File: config.mk
export PLATFORM = sky130hd
export DESIGN_NAME = mod_exp_ctrl
export DESIGN_NICKNAME = d
export VERILOG_FILES = /design/src/rtl/mod_exp_pkg.sv /design/src/rtl/mod_exp_ctrl_mm_call_if.sv /design/src/rtl/mod_exp_ctrl.sv
export SDC_FILE = /design/constraint.sdc
export NUM_CORES = 2
export LEC_CHECK = 0
export BUFFER_PORTS_ARGS = -buffer_cell sky130_fd_sc_hd__buf_4
export CORE_MARGIN = 1
export CORE_UTILIZATION = 24
export CTS_CLUSTER_DIAMETER = 60
export DETAILED_ROUTE_END_ITERATION = 16
export PLACE_DENSITY = 0.48
export SLEW_MARGIN = 5
export SYNTH_ARGS = -nofsm -noshare
export SYNTH_HDL_FRONTEND = slang
export SYNTH_SLANG_ARGS = --single-unit
File: constraint.sdc
create_clock -name clk -period 3 [get_ports clk]
set_clock_uncertainty 0.1 [all_clocks]
set_input_delay 0.6 -clock clk [delete_from_list [all_inputs] [get_ports clk]]
set_output_delay 0.6 -clock clk [all_outputs]
set_load 0.005 [all_outputs]
File: src/rtl/mod_exp_pkg.sv
`default_nettype none
// ============================================================================
// mod_exp_pkg -- shared widths and FSM encodings for mod_exp_ctrl.   Rev 1.0
// ============================================================================
package mod_exp_pkg;

  localparam int WIDTH_DEF     = 192;
  localparam int EXP_WIDTH_DEF = 192;

  typedef enum logic [2:0] {
    ST_IDLE = 3'd0,
    ST_TOM  = 3'd1,
    ST_ONE  = 3'd2,
    ST_SCAN = 3'd3,
    ST_SQR  = 3'd4,
    ST_MUL  = 3'd5,
    ST_FROM = 3'd6,
    ST_FIN  = 3'd7
  } state_e;

  typedef enum logic [1:0] {
    CALL_IDLE  = 2'd0,
    CALL_SETUP = 2'd1,
    CALL_WAIT  = 2'd2,
    CALL_GAP   = 2'd3
  } call_state_e;

endpackage
`default_nettype wire

File: src/rtl/mod_exp_ctrl_mm_call_if.sv
`default_nettype none
// ============================================================================
// mm_call_if -- one Montgomery-multiplier call: setup, hold, capture, gap. Rev 1.0
// ============================================================================
module mm_call_if
  import mod_exp_pkg::*;
#(
  parameter int WIDTH = WIDTH_DEF
) (
  input  logic             clk,
  input  logic             reset,
  input  logic             req_i,
  input  logic [WIDTH-1:0] a_i,
  input  logic [WIDTH-1:0] b_i,
  output logic             ack_o,
  output logic [WIDTH-1:0] z_o,
  output logic [WIDTH-1:0] mm_x_o,
  output logic [WIDTH-1:0] mm_y_o,
  output logic             mm_start_o,
  input  logic [WIDTH-1:0] mm_z_i,
  input  logic             mm_done_i
);

  call_state_e      state_q;
  logic [WIDTH-1:0] x_q;
  logic [WIDTH-1:0] y_q;
  logic [WIDTH-1:0] z_q;
  logic             start_q;
  logic             ack_q;

  // GAP lasts at least one cycle, so a requester that drops req on ack is
  // never re-accepted for the call that just finished.
  always_ff @(posedge clk) begin
    if (reset) begin
      state_q <= CALL_IDLE;
      x_q     <= '0;
      y_q     <= '0;
      z_q     <= '0;
      start_q <= 1'b0;
      ack_q   <= 1'b0;
    end else begin
      ack_q <= 1'b0;
      unique case (state_q)
        CALL_IDLE: begin
          if (req_i) begin
            x_q     <= a_i;
            y_q     <= b_i;
            state_q <= CALL_SETUP;
          end
        end
        CALL_SETUP: begin
          if (!mm_done_i) begin
            start_q <= 1'b1;
            state_q <= CALL_WAIT;
          end
        end
        CALL_WAIT: begin
          if (mm_done_i) begin
            z_q     <= mm_z_i;
            ack_q   <= 1'b1;
            start_q <= 1'b0;
            state_q <= CALL_GAP;
          end
        end
        CALL_GAP: begin
          if (!mm_done_i) state_q <= CALL_IDLE;
        end
        default: state_q <= CALL_IDLE;
      endcase
    end
  end

  assign ack_o      = ack_q;
  assign z_o        = z_q;
  assign mm_x_o     = x_q;
  assign mm_y_o     = y_q;
  assign mm_start_o = start_q;

endmodule
`default_nettype wire

File: src/rtl/mod_exp_ctrl.sv
`default_nettype none
// ============================================================================
// mod_exp_ctrl -- square-and-multiply base^exponent mod N over a Montgomery
// multiplier.                                                          Rev 1.0
// ============================================================================
module mod_exp_ctrl
  import mod_exp_pkg::*;
#(
  parameter int WIDTH     = WIDTH_DEF,
  parameter int EXP_WIDTH = EXP_WIDTH_DEF
) (
  input  logic                 clk,
  input  logic                 reset,
  input  logic                 start,
  input  logic [WIDTH-1:0]     base,
  input  logic [EXP_WIDTH-1:0] exponent,
  input  logic [WIDTH-1:0]     r2,
  output logic                 busy,
  output logic                 done,
  output logic [WIDTH-1:0]     result,
  output logic [WIDTH-1:0]     mm_x,
  output logic [WIDTH-1:0]     mm_y,
  output logic                 mm_start,
  input  logic [WIDTH-1:0]     mm_z,
  input  logic                 mm_done
);

  localparam int               CW   = $clog2(EXP_WIDTH) + 1;
  localparam logic [WIDTH-1:0] UNIT = WIDTH'(1);

  state_e               state_q;
  logic [WIDTH-1:0]     base_q;
  logic [EXP_WIDTH-1:0] exp_q;
  logic [WIDTH-1:0]     r2_q;
  logic [WIDTH-1:0]     bm_q;
  logic [WIDTH-1:0]     acc_q;
  logic [WIDTH-1:0]     result_q;
  logic [WIDTH-1:0]     a_q;
  logic [WIDTH-1:0]     b_q;
  logic [CW-1:0]        idx_q;
  logic                 busy_q;
  logic                 done_q;
  logic                 req_q;

  logic                 ack;
  logic [WIDTH-1:0]     call_z;
  logic                 exp_bit;
  logic                 last_bit;

  assign exp_bit  = exp_q[idx_q[CW-2:0]];
  assign last_bit = (idx_q == '0);

  mm_call_if #(.WIDTH(WIDTH)) u_call (
    .clk        (clk),
    .reset      (reset),
    .req_i      (req_q),
    .a_i        (a_q),
    .b_i        (b_q),
    .ack_o      (ack),
    .z_o        (call_z),
    .mm_x_o     (mm_x),
    .mm_y_o     (mm_y),
    .mm_start_o (mm_start),
    .mm_z_i     (mm_z),
    .mm_done_i  (mm_done)
  );

  // Each call state raises req once with its operands, then waits for ack.
  always_ff @(posedge clk) begin
    if (reset) begin
      state_q  <= ST_IDLE;
      base_q   <= '0;
      exp_q    <= '0;
      r2_q     <= '0;
      bm_q     <= '0;
      acc_q    <= '0;
      result_q <= '0;
      a_q      <= '0;
      b_q      <= '0;
      idx_q    <= '0;
      busy_q   <= 1'b0;
      done_q   <= 1'b0;
      req_q    <= 1'b0;
    end else begin
      done_q <= 1'b0;
      unique case (state_q)
        ST_IDLE: begin
          if (start) begin
            base_q  <= base;
            exp_q   <= exponent;
            r2_q    <= r2;
            idx_q   <= CW'(EXP_WIDTH - 1);
            busy_q  <= 1'b1;
            state_q <= ST_TOM;
          end
        end
        ST_TOM: begin
          if (ack) begin
            bm_q    <= call_z;
            req_q   <= 1'b0;
            state_q <= ST_ONE;
          end else if (!req_q) begin
            req_q <= 1'b1;
            a_q   <= base_q;
            b_q   <= r2_q;
          end
        end
        ST_ONE: begin
          if (ack) begin
            acc_q   <= call_z;
            req_q   <= 1'b0;
            state_q <= ST_SCAN;
          end else if (!req_q) begin
            req_q <= 1'b1;
            a_q   <= UNIT;
            b_q   <= r2_q;
          end
        end
        ST_SCAN: begin
          if (exp_q == '0) begin
            state_q <= ST_FROM;
          end else if (exp_bit) begin
            state_q <= ST_SQR;
          end else begin
            idx_q <= idx_q - CW'(1);
          end
        end
        ST_SQR: begin
          if (ack) begin
            acc_q <= call_z;
            req_q <= 1'b0;
            if (exp_bit) begin
              state_q <= ST_MUL;
            end else if (last_bit) begin
              state_q <= ST_FROM;
            end else begin
              idx_q <= idx_q - CW'(1);
            end
          end else if (!req_q) begin
            req_q <= 1'b1;
            a_q   <= acc_q;
            b_q   <= acc_q;
          end
        end
        ST_MUL: begin
          if (ack) begin
            acc_q <= call_z;
            req_q <= 1'b0;
            if (last_bit) begin
              state_q <= ST_FROM;
            end else begin
              idx_q   <= idx_q - CW'(1);
              state_q <= ST_SQR;
            end
          end else if (!req_q) begin
            req_q <= 1'b1;
            a_q   <= acc_q;
            b_q   <= bm_q;
          end
        end
        ST_FROM: begin
          if (ack) begin
            acc_q   <= call_z;
            req_q   <= 1'b0;
            state_q <= ST_FIN;
          end else if (!req_q) begin
            req_q <= 1'b1;
            a_q   <= acc_q;
            b_q   <= UNIT;
          end
        end
        ST_FIN: begin
          result_q <= acc_q;
          done_q   <= 1'b1;
          busy_q   <= 1'b0;
          state_q  <= ST_IDLE;
        end
        default: state_q <= ST_IDLE;
      endcase
    end
  end

  assign busy   = busy_q;
  assign done   = done_q;
  assign result = result_q;

endmodule
`default_nettype wire

# Word-level counts from Yosys, hierarchy flattened
# Index checks and enable logic that the tools add are counted.
classes:
  add_sub_neg: 1
  n_lt_le_gt_ge: 1
  n_eq_ne: 39
  mux: 47
  n_bitwise: 1
  reduce_logical: 26
ops:
  columns: ["operator", "n"]
  rows:
  - ["$mux 192", 10]
  - ["$pmux 192 s4", 1]
  - ["$pmux 192 s3", 1]
  - ["$logic_not 192->1", 1]
  - ["$mux 9", 7]
  - ["$ne 2x2->1 const B", 22]
  - ["$pmux 9 s4", 1]
  - ["$mux 3", 10]
  - ["$pmux 3 s8", 1]
  - ["$reduce_and 7->1", 2]
  - ["$eq 3x3->1 const B", 4]
  - ["$reduce_and 2->1", 6]
  - ["$mux 2", 5]
  - ["$ne 2x1->1 const B", 5]
  - ["$logic_not 9->1", 1]
  - ["$lt 8x9->1 const B", 1]
  - ["$reduce_and 9->1", 1]
  - ["$sub 9x1->9 const B", 1]
  - ["$bmux 1 s8", 1]
  - ["$pmux 2 s4", 1]
  - ["$reduce_and 8->1", 1]
  - ["$reduce_bool 4->1", 2]
  - ["$mux 1", 7]
  - ["$eq 3x2->1 const B", 2]
  - ["other kinds (16)", 21]
word_totals:
  regBits: 2131
  in_bits: 772
  output_inout_bits: 579
  word_cells: 134

# Longest topological paths before layout
logic_depth:
  word_depth: 5
  ltp_mapped: 13
  ltp_nobuf: 9

# Cells and area by module
# A second synthesis with hierarchy kept.
unflattened:
  cells_unflattened: 9835
  hier_area_um2: 79865.3
by_module_without_submodules:
  columns: ["mod", "n_inst", "cells_each", "area_per_inst_um2", "seq_area_each_um2"]
  rows:
  - ["mod_exp_ctrl", 1, 7311, 59712.3, 31049.8]
  - ["mm_call_if", 1, 2524, 20153.1, 11611.1]

# Worst setup path before layout
# No wires, ideal clock.
synth_path:
  path_type: "reg2reg"
  start: "register idx_q[0]"
  end: "register idx_q[1]"
  setup_ns: 0.123
  t_arrival_ns: 2.558
  required_time_ns: 2.777
  path_slack_ns: 0.219
  path_stages_with_launch: 10
  n_path_buf: 1
  synth_period_minus_slack_ns: 2.781
  path_cell_list: "dfxtp_1 > buf_6 > mux4_2 > mux2_2 > a221o_1 > and3_4 > o21a_4 > a21oi_4 > a32oi_1 > mux2_1"
synth_via:
  elab_chain_cells: 5
  word_cells_on_any_way: 14
  classes_between: "add/sub: 1; eq/ne: 2; mux: 9; reduce/logical: 2"
synth_lines:
  columns: ["element", "line_no", "text"]
  rows:
  - ["from (decl)", "mod_exp_ctrl.sv:40", "logic [CW-1:0] idx_q;"]
  - ["from (signal assigned)", "mod_exp_ctrl.sv:92", "idx_q <= CW'(EXP_WIDTH - 1);"]
  - ["from (signal assigned)", "mod_exp_ctrl.sv:125", "idx_q <= idx_q - CW'(1);"]
  - ["from (signal assigned)", "mod_exp_ctrl.sv:137", "idx_q <= idx_q - CW'(1);"]
  - ["branches (longest 5 deep; another with $bmux 1 s8)", null, null]
# Several ways; the timed one is not identified. The select of a mux whose other input is x is not followed.
# A chain may end at the register's enable or synchronous reset.

# Worst setup path after layout
# Ends and elaborated chain as after synthesis.

==> flow_metrics.env <==
export IMPL_status="finished, final reports clean"
export IMPL_min_delay_path_class="input pin to register"
export IMPL_switchingPower_uw=34400
export IMPL_die_h_um=577
export IMPL_numPortBuffers=1350
export IMPL_route_detailed_vias_per_inst=4.77
export IMPL_count_of_tritonroute_iterations_in_the_first_routing_pass=8
export IMPL_reg2regPathDepth=9
export IMPL_maxClockFrequency_mhz=343
export IMPL_yosysTopAreaCellShare_pct=53.7
export IMPL_post_synth_num_cell_types=64
export IMPL_placed_area_um2=96300
export IMPL_postLayoutCoreUtil_pct=34.2
export IMPL_synth_simple_gate_area_share_pct=21.8
export IMPL_min_to="r2_q[166]"
export IMPL_worstHoldPathCells=3
export IMPL_cell_internal_pwr_uw=62200
export IMPL_number_of_enable_flip_flop_cells_after_synthesis=0
export IMPL_postSynthRegisterBits=2131
export IMPL_finalMaxSlewViolations=0
export IMPL_start_kind="register"
export IMPL_grt_setup_unrepaired="no"
export IMPL_cts_htree_levels=4
export IMPL_clock_power_share_pct=32.1
export IMPL_power_density_cell_area_nw_per_um2=860
export IMPL_clockBufferDepth=4
export IMPL_switching_share_pct=35.6
export IMPL_critical_path_n_buffers_inverters=2
export IMPL_asyncSetResetFlopFracSynth_pct=0
export IMPL_crit_path_max_incr_delay_ns=0.51
export IMPL_gr_total_overflow=0
export IMPL_holdWs_ns=0.0944
export IMPL_cp_top_family="multiplexers"
export IMPL_filler_cell_count=34600
export IMPL_synth_top_family_by_area="simple AND/OR/NAND/NOR gates"
export IMPL_clk_latency_ns=0.89
export IMPL_final_cell_mix="sky130_fd_sc_hd__nand2_1 (3472), sky130_fd_sc_hd__dfxtp_1 (2127), sky130_fd_sc_hd__a21oi_1 (1743), sky130_fd_sc_hd__buf_4 (1622), sky130_fd_sc_hd__dlygate4sd3_1 (763)"
export IMPL_clk_pin_slew_ns=0.06
export IMPL_slowest_stage="sky130_fd_sc_hd__mux4_2"
export IMPL_core_area_um2=328000
export IMPL_final_seq_area_um2=42700
export IMPL_tightest_slew_ns=1.11
export IMPL_post_synth_instance_area_um2=79400
export IMPL_finalSetupViolations=0
export IMPL_tritoncts="yes"
export IMPL_vias=77900
export IMPL_share_of_total_power_in_sequential_cells_pct=36.6
export IMPL_maximum_number_of_pins_on_one_net_before_global_route_repair=160
export IMPL_synth_top_cells_by_area="sky130_fd_sc_hd__dfxtp_1 (54%), sky130_fd_sc_hd__nand2_1 (16%), sky130_fd_sc_hd__a21oi_1 (11%)"
export IMPL_yosys_area_share_xor_xnor_pct=0
export IMPL_route_detailed_wl_per_inst_um=22.5
export IMPL_synthDominantAreaCellType="sky130_fd_sc_hd__dfxtp_1"
export IMPL_initial_core_utilization_pct=24.2
export IMPL_grt_usage_pct=21.0
export IMPL_leakagePower_uw=0.0422
export IMPL_final_min_period_over_clock_period_pct=97.2
export IMPL_postSynthCellCount=9843
export IMPL_clock_sinks=2131
export IMPL_detailedPlacementHpwl_um=265000
export IMPL_final_critical_delay_including_setup_and_external_delays_ns=2.91
export IMPL_tritoncts_num_buffers=241
export IMPL_relSlewSlack_pct=26.1
export IMPL_floorplan_rows=210
export IMPL_timing_critical_path_from="idx_q[0]"
export IMPL_syn_nets=10600
export IMPL_pin_count=1351
export IMPL_ant_nets=0
export IMPL_timing_reg2reg_setup_slack_ns=0.09
export IMPL_vdd_drop_max_mv=0.990
export IMPL_ys_warnings_count=0
export IMPL_adder_cell_fraction_of_synth_area_pct=0.110
export IMPL_fin_nets=12500
export IMPL_synth_avg_cell_area_um2=8.06
export IMPL_drv_max_cap_violation_count=0
export IMPL_worst_r2r_endpoint="idx_q[1]"
export IMPL_cp_cell_sequence="buf_6, mux4_2, mux2i_1, o2111ai_1, a211o_1, buf_4, a21oi_4, a32oi_1, mux2_1"
export IMPL_die_area_um2=333000
export IMPL_cp_end_kind="register"
export IMPL_place_congestion=0.895
export IMPL_remaining_drc_errors=0
export IMPL_area_of_the_multi_input_gates_um2=33600
export IMPL_hold_violations=0
export IMPL_crit_reg2reg_launch="idx_q[0]"
export IMPL_drt_wl_total_um=367000
export IMPL_critical_path_peak_fanout=8
export IMPL_ys_seq_area_share_pct=53.7
export IMPL_dr_iter_0_viols=5972
export IMPL_synth_area_mux_share_pct=4.24
export IMPL_grt_first_pass_wirelength_um=525000
export IMPL_cts_root_buf="sky130_fd_sc_hd__clkbuf_16"
export IMPL_required_ns=3.66
export IMPL_number_of_antenna_violations_at_the_first_check_in_global_routing=27
export IMPL_hold_start="r2[166]"
export IMPL_dieWidth_um=577
export IMPL_crit_type="register to register"
export IMPL_synth_compound_area_share_pct=16.0
export IMPL_combPwrFrac_pct=31.3
export IMPL_ys_flop_type="sky130_fd_sc_hd__dfxtp_1"
export IMPL_post_route_cells_drive_above_1_share_pct=20.3
export IMPL_layout_cells_most_common="sky130_fd_sc_hd__nand2_1"
export IMPL_fin_area_um2=112000
export IMPL_cp_data_arrival_time_ns=3.58
export IMPL_grt_pass1_vias=75200
export IMPL_area_added_between_synthesis_and_finish_pct=41.6
-- power by group through the flow --
stage          clock (uW)  combinational (uW)  sequential, uW
2_1_floorplan           0               16900           34700
3_3_place_gp            0               29200           36000
3_5_place_dp            0               29300           36000
4_1_cts             31600               30200           35400
5_1_grt             32800               32800           35800
6_report            31000               30200           35400
-- area by class of cell --
class | instances | share of cell area, %
Clock inverter | 101 | 1.17
Clock buffer | 338 | 6.24
Multi-Input combinational cell | 6863 | 29.9
Inverter | 12 | 0.0401
Antenna cell | 20 | 0.0445
Tap cell | 4346 | 4.84
Timing Repair Buffer | 2507 | 19.8
Sequential cell | 2131 | 38.0
-- cells in the mapped netlist, drive strengths merged (12+ instances only) --
master and n:
dfxtp 2131, nor4 59, a221oi 388, nand2 3479
nand3 12, inv 12, nand4 16, nor3 389
mux4 43, mux2 202, nor2 410, buf 49
o21ai 12, clkbuf 788, a21oi 1745
-- layer usage --
layer	share of wire, %	vias up	track usage (%)
met2	45	2650	34.2
met3	6.3	470	3.36
li1	-	37000	-
met5	0.037	-	0
met1	44	37700	27.8
met4	4.1	22	8.05
-- metrics by stage --
| stage | instances | worst slack (ns) | power (uW) | setup TNS, ns |
|---|---|---|---|---|
| floorplan | 9843 | 0.219 | 51500 | 0 |
| global placement | 15100 | -0.0561 | 65200 | -0.122 |
| detailed placement | 15100 | -0.0473 | 65300 | -0.0971 |
| CTS | 16300 | 0.00291 | 97200 | 0 |
| global route | 16300 | 0.0111 | 101000 | 0 |
| finish | 16300 | 0.0854 | 96700 | 0 |
-- kinds of logic (layout without fill, tap and decap cells) --
family	Yosys count	in the layout
AND/OR/NAND/NOR	4405	4405
AO/OA/AOI/OAI	2195	2195
flip-flops	2131	2131
buffers and inverters	849	2958
multiplexers	256	256
adder cells (fa/ha/maj)	7	7
other	0	20
-- registers in the layout, summed over array words and instances (netlist names), 2 cells and up --
register and cells:
u_call.state_q 2, base_q 192, exp_q 192, u_call.mm_y_o 192
state_q 3, r2_q 192, b_q 192, a_q 192
result 192, u_call.mm_x_o 192, bm_q 192, u_call.z_o 192
acc_q 192, idx_q 9
-- worst reg2reg max path, cell delays in order (launching register included) --
cell	delay, ns
sky130_fd_sc_hd__dfxtp_4	0.41
sky130_fd_sc_hd__buf_6	0.18
sky130_fd_sc_hd__mux4_2	0.52
sky130_fd_sc_hd__mux2i_1	0.15
sky130_fd_sc_hd__o2111ai_1	0.17
sky130_fd_sc_hd__a211o_1	0.39
sky130_fd_sc_hd__buf_4	0.17
sky130_fd_sc_hd__a21oi_4	0.22
sky130_fd_sc_hd__a32oi_1	0.17
sky130_fd_sc_hd__mux2_1	0.34
-- worst max-delay path by stage --
stage	end	cells after the start
final	idx_q[1]	9
after global routing	idx_q[1]	9
after CTS	idx_q[1]	9
after detailed placement	idx_q[1]	9
after global placement	idx_q[1]	9
after floorplan	idx_q[1]	9
-- what timing repair did --
item	4_1_cts	5_1_grt
setup buffers	0	1
endpoints found under the hold margin	763	0
pin swaps	0	2
resized for setup	1	11
setup endpoints to repair	6	12
gates cloned	0	1
hold buffers	763	0
Power figures use the tool's default switching activity.
